$ cat src/rtl/vga_grid_display.sv
`default_nettype none
// +--------------------------------------------------------------------------+
// | vga_grid_display                                                         |
// | VGA raster engine with GRID_N x GRID_N tile decode and a tear-free       |
// | double-registered board buffer. Optional macro: VGA_GRID_BORDER_EN.      |
// | Rev 1.0                                                                  |
// +--------------------------------------------------------------------------+
module vga_grid_display #(
  parameter int          Thw        = 136,
  parameter int          Thbp       = 160,
  parameter int          Thfp       = 24,
  parameter int          Thdw       = 1024,
  parameter int          Tvw        = 6,
  parameter int          Tvbp       = 29,
  parameter int          Tvfp       = 3,
  parameter int          Tvdw       = 768,
  parameter bit          Hsync_pol  = 1'b1,
  parameter bit          Vsync_pol  = 1'b1,
  parameter int          GRID_N     = 4,
  parameter int          CELL_BITS  = 4,
  parameter int          TILE       = 150,
  parameter int          GAP        = 30,
  parameter int          H_ORG      = 150,
  parameter int          V_ORG      = 30,
  parameter int          XYW        = 8,
  parameter int          TILE_LAT   = 1,
  parameter logic [11:0] BG_RGB     = 12'h000,
  parameter int          BORDER_W   = 4,
  parameter logic [11:0] BORDER_RGB = 12'hFFF
) (
  input  logic                                 clk_65,
  input  logic                                 rst,
  input  logic [GRID_N*GRID_N*CELL_BITS-1:0]   board_in,
  input  logic                                 board_valid,
  output logic                                 board_ready,
  output logic                                 tile_req,
  output logic [CELL_BITS-1:0]                 tile_state,
  output logic [XYW-1:0]                       tile_x,
  output logic [XYW-1:0]                       tile_y,
  input  logic [11:0]                          tile_rgb,
  output logic                                 frame_start,
  output logic                                 vga_hs,
  output logic                                 vga_vs,
  output logic [3:0]                           vga_r,
  output logic [3:0]                           vga_g,
  output logic [3:0]                           vga_b
);

  localparam int c_thp     = Thw + Thbp + Thdw + Thfp;
  localparam int c_tvp     = Tvw + Tvbp + Tvdw + Tvfp;
  localparam int c_h_start = Thw + Thbp;
  localparam int c_h_end   = Thw + Thbp + Thdw;
  localparam int c_v_start = Tvw + Tvbp;
  localparam int c_v_end   = Tvw + Tvbp + Tvdw;
  localparam int c_pitch   = TILE + GAP;
  localparam int c_bw      = GRID_N * GRID_N * CELL_BITS;

  localparam logic [11:0] c_h_last = 12'(c_thp - 1);
  localparam logic [11:0] c_v_last = 12'(c_tvp - 1);

`ifdef VGA_GRID_BORDER_EN
  localparam int c_flw = 5;
`else
  localparam int c_flw = 4;
`endif

  // Flag bit positions inside the delay line
  localparam int c_f_tile = 0;
  localparam int c_f_act  = 1;
  localparam int c_f_vs   = 2;
  localparam int c_f_hs   = 3;

  logic [11:0]          r_hcnt;
  logic [11:0]          r_vcnt;
  logic [31:0]          w_h32;
  logic [31:0]          w_v32;
  logic                 w_hs_on;
  logic                 w_vs_on;
  logic                 w_act;
  logic                 w_frame_end;
  logic [11:0]          w_px;
  logic [11:0]          w_py;
  logic [31:0]          w_px32;
  logic [31:0]          w_py32;
  logic [GRID_N-1:0]    w_col_hit;
  logic [GRID_N-1:0]    w_row_hit;
  logic [11:0]          w_col_org;
  logic [11:0]          w_row_org;
  logic                 w_in_tile;
  logic [CELL_BITS-1:0] w_state;
  logic [XYW-1:0]       w_tx;
  logic [XYW-1:0]       w_ty;

  logic [c_bw-1:0]      r_pending;
  logic [c_bw-1:0]      r_active;
  logic                 r_pend_full;

  logic                 r_s1_hs;
  logic                 r_s1_vs;
  logic                 r_s1_act;
  logic [c_flw-1:0]     w_s1_flags;
  logic [c_flw-1:0]     r_dly [TILE_LAT];
  logic [c_flw-1:0]     w_d;
  logic [11:0]          w_tile_pix;
  logic [11:0]          r_rgb;

  // ---------------- Stage 0: raster counters ----------------
  always_ff @(posedge clk_65) begin
    if (rst) begin
      r_hcnt <= '0;
      r_vcnt <= '0;
    end else if (r_hcnt == c_h_last) begin
      r_hcnt <= '0;
      r_vcnt <= (r_vcnt == c_v_last) ? 12'd0 : r_vcnt + 12'd1;
    end else begin
      r_hcnt <= r_hcnt + 12'd1;
    end
  end

  assign w_h32       = {20'd0, r_hcnt};
  assign w_v32       = {20'd0, r_vcnt};
  assign w_hs_on     = (w_h32 < Thw);
  assign w_vs_on     = (w_v32 < Tvw);
  assign w_act       = (w_h32 >= c_h_start) && (w_h32 < c_h_end) &&
                       (w_v32 >= c_v_start) && (w_v32 < c_v_end);
  assign w_frame_end = (r_hcnt == c_h_last) && (r_vcnt == c_v_last);

  // Outside the active area these wrap; every consumer is gated by w_act.
  assign w_px   = r_hcnt - 12'(c_h_start);
  assign w_py   = r_vcnt - 12'(c_v_start);
  assign w_px32 = {20'd0, w_px};
  assign w_py32 = {20'd0, w_py};

  // ---------------- Tile decode: one comparator pair per column / row ----------------
  for (genvar gc = 0; gc < GRID_N; gc++) begin : g_col
    localparam int c_lo = H_ORG + gc * c_pitch;
    assign w_col_hit[gc] = (w_px32 >= c_lo) && (w_px32 < c_lo + TILE);
  end

  for (genvar gr = 0; gr < GRID_N; gr++) begin : g_row
    localparam int c_lo = V_ORG + gr * c_pitch;
    assign w_row_hit[gr] = (w_py32 >= c_lo) && (w_py32 < c_lo + TILE);
  end

  always_comb begin
    w_col_org = '0;
    w_row_org = '0;
    w_in_tile = 1'b0;
    w_state   = '0;
    for (int c = 0; c < GRID_N; c++) begin
      if (w_col_hit[c]) w_col_org = 12'(H_ORG + c * c_pitch);
    end
    for (int r = 0; r < GRID_N; r++) begin
      if (w_row_hit[r]) w_row_org = 12'(V_ORG + r * c_pitch);
    end
    for (int r = 0; r < GRID_N; r++) begin
      for (int c = 0; c < GRID_N; c++) begin
        if (w_act && w_row_hit[r] && w_col_hit[c]) begin
          w_in_tile = 1'b1;
          w_state   = r_active[(GRID_N*GRID_N - (r*GRID_N + c))*CELL_BITS-1 -: CELL_BITS];
        end
      end
    end
  end

  assign w_tx = XYW'(w_px - w_col_org);
  assign w_ty = XYW'(w_py - w_row_org);

  // ---------------- Board buffer: pending slot and frame-synchronous swap ----------------
  always_ff @(posedge clk_65) begin
    if (rst) begin
      r_pending   <= '0;
      r_active    <= '0;
      r_pend_full <= 1'b0;
      frame_start <= 1'b0;
    end else begin
      frame_start <= 1'b0;
      if (w_frame_end && r_pend_full) begin
        r_active    <= r_pending;
        r_pend_full <= 1'b0;
        frame_start <= 1'b1;
      end else if (board_valid && !r_pend_full) begin
        r_pending   <= board_in;
        r_pend_full <= 1'b1;
      end
    end
  end

  assign board_ready = ~r_pend_full;

  // ---------------- Stage 1: registered decode ----------------
  always_ff @(posedge clk_65) begin
    if (rst) begin
      tile_req   <= 1'b0;
      tile_state <= '0;
      tile_x     <= '0;
      tile_y     <= '0;
      r_s1_hs    <= 1'b0;
      r_s1_vs    <= 1'b0;
      r_s1_act   <= 1'b0;
    end else begin
      tile_req   <= w_in_tile;
      tile_state <= w_in_tile ? w_state : '0;
      tile_x     <= w_in_tile ? w_tx : '0;
      tile_y     <= w_in_tile ? w_ty : '0;
      r_s1_hs    <= w_hs_on;
      r_s1_vs    <= w_vs_on;
      r_s1_act   <= w_act;
    end
  end

`ifdef VGA_GRID_BORDER_EN
  logic r_s1_border;

  always_ff @(posedge clk_65) begin
    if (rst) begin
      r_s1_border <= 1'b0;
    end else begin
      r_s1_border <= w_in_tile &&
                     ((32'(w_tx) < BORDER_W) || (32'(w_tx) >= TILE - BORDER_W) ||
                      (32'(w_ty) < BORDER_W) || (32'(w_ty) >= TILE - BORDER_W));
    end
  end

  assign w_s1_flags = {r_s1_border, r_s1_hs, r_s1_vs, r_s1_act, tile_req};
  assign w_tile_pix = w_d[4] ? BORDER_RGB : tile_rgb;
`else
  logic w_unused_border;

  assign w_unused_border = ^{BORDER_RGB, 32'(BORDER_W)};
  assign w_s1_flags      = {r_s1_hs, r_s1_vs, r_s1_act, tile_req};
  assign w_tile_pix      = tile_rgb;
`endif

  // ---------------- Stages 2..1+TILE_LAT: align flags with renderer ----------------
  always_ff @(posedge clk_65) begin
    if (rst) begin
      for (int i = 0; i < TILE_LAT; i++) r_dly[i] <= '0;
    end else begin
      r_dly[0] <= w_s1_flags;
      for (int i = 1; i < TILE_LAT; i++) r_dly[i] <= r_dly[i-1];
    end
  end

  assign w_d = r_dly[TILE_LAT-1];

  // ---------------- Final stage: output mux ----------------
  always_ff @(posedge clk_65) begin
    if (rst) begin
      vga_hs <= Hsync_pol;
      vga_vs <= Vsync_pol;
      r_rgb  <= '0;
    end else begin
      vga_hs <= w_d[c_f_hs] ^ Hsync_pol;
      vga_vs <= w_d[c_f_vs] ^ Vsync_pol;
      if (w_d[c_f_tile])     r_rgb <= w_tile_pix;
      else if (w_d[c_f_act]) r_rgb <= BG_RGB;
      else                   r_rgb <= '0;
    end
  end

  assign {vga_r, vga_g, vga_b} = r_rgb;

endmodule
`default_nettype wire

$ cat config.mk
export PLATFORM = sky130hd
export DESIGN_NAME = vga_grid_display
export DESIGN_NICKNAME = d
export VERILOG_FILES = /design/src/rtl/vga_grid_display.sv
export SDC_FILE = /design/constraint.sdc
export NUM_CORES = 1
export LEC_CHECK = 0
export BUFFER_PORTS_ARGS = -buffer_cell sky130_fd_sc_hd__buf_2
export CAP_MARGIN = 10
export CORE_MARGIN = 1.5
export CORE_UTILIZATION = 25
export DETAILED_ROUTE_END_ITERATION = 6
export GPL_TIMING_DRIVEN = 0
export HOLD_SLACK_MARGIN = 0.03
export PLACE_DENSITY = 0.44
export SKIP_CTS_REPAIR_TIMING = 1
export SYNTH_ARGS = -nofsm -noshare
export SYNTH_HDL_FRONTEND = slang
export SYNTH_SLANG_ARGS = --single-unit
$ cat constraint.sdc
create_clock -name clk_65 -period 10 [get_ports clk_65]
set_input_delay 0 -clock clk_65 [delete_from_list [all_inputs] [get_ports clk_65]]
set_output_delay 0 -clock clk_65 [all_outputs]
set_load 0.05 [all_outputs]
# After elaboration in Yosys (flattened, before gate mapping)
# Memories as Yosys holds them, arrays and structs flattened.
# Cells that the tools add are included.
[totals]
ff_bits = 192
mem_bits_rw = 4
inputBits = 79
out_inout_bits = 37
elab_cells = 141
mem_count = 1
[memory_table]
columns = ["memory", "depth", "word_bits", "rd", "rd_ports_with_merged_regs", "write_ports", "line", "rtl"]
rows = [
  ["r_dly", 1, 4, 1, 0, 1, "102", "logic [c_flw-1:0] r_dly [TILE_LAT];"],
]
[classes]
add_sub_neg = 6
order_cmp = 22
n_eq_ne = 2
muxes = 47
bitwise_logic = 6
reduce_logical = 41
[ops]
columns = ["cell", "n"]
rows = [
  ["4-bit 2-to-1 mux", 17],
  ["12-bit by 10-bit less-than comparator with 1-bit output, second input constant", 5],
  ["8-bit 2-to-1 mux", 7],
  ["12-bit by 9-bit greater-or-equal comparator with 1-bit output, second input constant", 4],
  ["12-bit by 9-bit less-than comparator with 1-bit output, second input constant", 3],
  ["1-bit logical AND", 34],
  ["12-bit by 1-bit adder with 12-bit output, second input constant", 2],
  ["12-bit by 10-bit greater-or-equal comparator with 1-bit output, second input constant", 2],
  ["12-bit by 8-bit greater-or-equal comparator with 1-bit output, second input constant", 2],
  ["12-bit by 8-bit less-than comparator with 1-bit output, second input constant", 2],
  ["1-bit 2-to-1 mux", 21],
  ["8-bit subtractor", 2],
  ["12-bit by 10-bit equality test with 1-bit output, second input constant", 1],
  ["12-bit by 11-bit equality test with 1-bit output, second input constant", 1],
  ["12-bit by 5-bit greater-or-equal comparator with 1-bit output, second input constant", 1],
  ["12-bit by 6-bit greater-or-equal comparator with 1-bit output, second input constant", 1],
  ["12-bit by 11-bit less-than comparator with 1-bit output, second input constant", 1],
  ["12-bit by 3-bit less-than comparator with 1-bit output, second input constant", 1],
  ["12-bit 2-to-1 mux", 1],
  ["12-bit by 6-bit subtractor with 12-bit output, second input constant", 1],
  ["12-bit by 9-bit subtractor with 12-bit output, second input constant", 1],
  ["2-bit OR reduction", 4],
  ["1-bit NOT", 6],
  ["5-bit 2-to-1 mux", 1],
  ["3 further kinds", 3],
]

# Longest topological paths before layout
[depth]
depth_word = 24
mapped_depth = 22
depth_no_buf = 20

# Worst setup path before layout
# OpenSTA, ideal clock, no wires.
[synth_timing]
kind = "register to register"
from = "reg r_hcnt[3]"
to = "reg tile_x[7]"
setup_ps = 115
arrival_time_ps = 4078
path_slack_ps = 5807
stages_incl_launch_ff = 22
path_buffers = 2
period_less_slack_ps = 4193
cell_sequence = "dfxtp_1 > buf_1 > inv_1 > ha_1 > clkbuf_1 > inv_1 > a21o_1 > a31o_2 > a22oi_1 > nor2_1 > nor4_1 > inv_1 > ha_1 > fa_1 > nor2b_1 > o21ai_0 > nand2b_1 > a21o_1 > a21oi_1 > xnor2_1 > xnor2_1 > nor2_1"
[synth_between]
elab_chain_cells = 24
[synth_rtl]
columns = ["element", "line", "rtl"]
rows = [
  ["start: declaration", "73", "logic [11:0] r_hcnt;"],
  ["start signal: assignment", "116", "r_hcnt <= r_hcnt + 12'd1;"],
  ["branches (longest 24 deep; another with 12-bit by 9-bit subtractor with 12-bit output)", "-", ""],
  ["end signal: assignment", "204", "tile_x <= w_in_tile ? w_tx : '0;"],
  ["end: declaration", "38", "output logic [XYW-1:0] tile_x,"],
]
# Parallel ways; which one is timed is not known.
# A chain may end at the register's enable or synchronous reset.

# Final worst setup path
# Same ends and word-level chain as after synthesis.

==> results.cfg <==
[run_status]
outcome = finished, final reports clean

[global_route]
grt_usage_pct = 15.6
antenna_found_initial = 0
grt_pass1_wl_mm = 47.2
grt_max_degree = 20
grt_pass1_vias = 8527
grt-ovfl-total = 0

[yosys]
async_reset_ff_share_pct = 0
synthFlopType = dfxtp_1
postSynthAreaPerCell_um2 = 7.79
syn_area_um2 = 9470
synth_seq_cells = 194
synth_edf_count = 0
ys_seq_area_share_pct = 41.0
syn_nets = 1315
ys_types = 87
yosys_warnings = 0
postSynthCellCount = 1215

[floorplan]
row_count = 71
core_um2 = 37500
initial_utilization_pct = 25.3
die_w_um = 198
die_h_um = 198
dieArea_um2 = 39000
io_pins = 116

[layout]
nNetsFinal = 1526
layout_commonest_cell = nand2_1
syn_to_final_growth_pct = 27.1
mostFrequentLayoutCells = nand2_1 (295), dfxtp_1 (194), a21oi_1 (157), buf_2 (136)
insertedDiodeCount = 0
layout.cells.non_filler = 1950
drive_above_1_share_pct = 14.3

[sta]
fin_worst_skew_ns = 0.0152
hold_viol = 0
setup_viol = 0
slew_viol_final = 0
slew_headroom_pct = 19.7
timing.final.crit_share_pct = 53.7
setup_tns_ns = 0
rsz0062_at_grt = false
fin_ws_ns = 4.63
min_period_ns = 5.37
fmaxAchievable_ghz = 0.186
worstMarginPinSlew_ns = 1.19

[run]
maxCapViolations = 0

[power_and_ir_drop]
p_per_area_nw_per_um2 = 131
peakVddDrop_uv = 110
power_leakage_nw = 4.47

[setup_path]
critPathLaunchType = register
crit_type = register to register
cp.arrival_ns = 5.70
crit_start = r_hcnt[3]
critPathCaptureType = register
r2r-start = r_hcnt[3]
cp_max_fo = 10
critPathRequiredTime_ns = 10.33

[clock_tree]
cts_root_buffer = clkbuf_16
clkSlewWorstSetupHoldPaths_ns = 0.07
cts_tree = built
numCtsBuffers = 17
ctsHtreeMaxLevel = 4
clock_latency_ns = 0.45
cts_max_path_buffers = 2
cts.sinks = 194

[detailed_routing]
vias_per_cell = 4.71
postRouteWirelength_mm = 30.8
drt_pass1_iterations = 5
drc = 0
drt_iter0_markers = 578
ant_nets = 0
routedWlPerCell_um = 15.8
routed-via-count = 9176

[worst_hold_path]
hp-class = primary input to register
hold_start = rst

[placed_design]
pre_cts_ws_ns = 4.71
place_inst = 1841
port_buffers = 115
hpwl_mm = 23.3
routabilityCongestion = 0.890
==> final timing paths <==
check                                endpoint  slack, ns  cells after the start
worst max-delay path                tile_x[7]       4.63                     20
worst min-delay path            tile_state[2]       0.04                      4
worst max register to register      tile_x[7]       4.63                     20
worst min register to register         vga_vs       0.39                      1
==> registers in the layout, summed over array words and instances (netlist names) <==
signal       cells
vga_hs           1
r_s1_vs          1
tile_x           8
frame_start      1
tile_y           8
r_vcnt          12
vga_vs           1
r_dly            3
r_rgb           12
tile_state       4
r_active        64
tile_req         1
r_hcnt          12
r_pend_full      1
r_s1_hs          1
r_pending       64
==> per-layer routing <==
layer  track usage, %  up-vias  wire, µm
met5                0        -         0
met4             4.83        0       562
met3             2.58       32      1250
met2             24.5      230     13900
met1             21.8     4297     15100
li1                 -     4617         -
==> logic make-up after synthesis <==
logic type / synth area share (%)
compound gates: 20.5
xor+xnor: 3.69
flops: 41.0
simple gates: 26.2
buf+inv: 5.62
fa+ha+maj: 2.93
==> through the flow <==
step / cell area, µm² / utilization [%] / hold WS, ns / total power [mW]
after floorplan: 9470 / - / 0.122 / 0.856
after global placement: 10700 / 28.5 / 0.200 / 0.892
after detailed placement: 10700 / 28.5 / 0.206 / 0.892
after CTS: 11300 / 30.0 / -0.270 / 1.57
after global routing: 12000 / 32.1 / 0.0859 / 1.64
final: 12000 / 32.1 / 0.0435 / 1.57
==> synthesized netlist by cell type (16+ instances only) <==
master	instances	area [µm²]
nand3_1	17	85.1
nand2_1	295	1110
clkbuf_1	50	188
nor2b_1	19	119
dfxtp_1	194	3880
and2_1	18	113
nor2_1	77	289
ha_1	19	238
xnor2_1	25	219
nor3_1	25	125
a21oi_1	157	786
inv_1	32	120
nand2b_1	16	100
buf_2	21	105
o21ai_0	24	120
==> critical path, cell delays in order, from the launching register on <==
cell and delay, ns:
dfxtp_1 0.44, buf_1 0.41, inv_1 0.21, ha_1 0.31
buf_2 0.21, or2_2 0.31, a211o_1 0.33, a221oi_1 0.48
nand2_1 0.12, o21ai_2 0.24, clkbuf_1 0.49, nor2_1 0.24
ha_1 0.35, nor2b_1 0.15, o21ai_0 0.16, nand2b_1 0.11
a21o_1 0.18, a21oi_1 0.16, xnor2_1 0.15, xnor2_1 0.14
nor2_1 0.05
==> power breakdown <==
group / switching [mW] / internal (mW)
logic: 0.0496 / 0.0466
clock network: 0.336 / 0.339
registers: 0.0108 / 0.789
==> final cells by class <==
class                           instances  area, µm²
Multi-Input combinational cell        897       5050
Tap cell                              511        639
Clock buffer                           18        439
Clock inverter                         14        140
Sequential cell                       194       3880
Fill cell                            4191      25500
Buffer                                 91        407
Timing Repair Buffer                  192       1350
Inverter                               33        125
(Power assumes the default switching activity.)
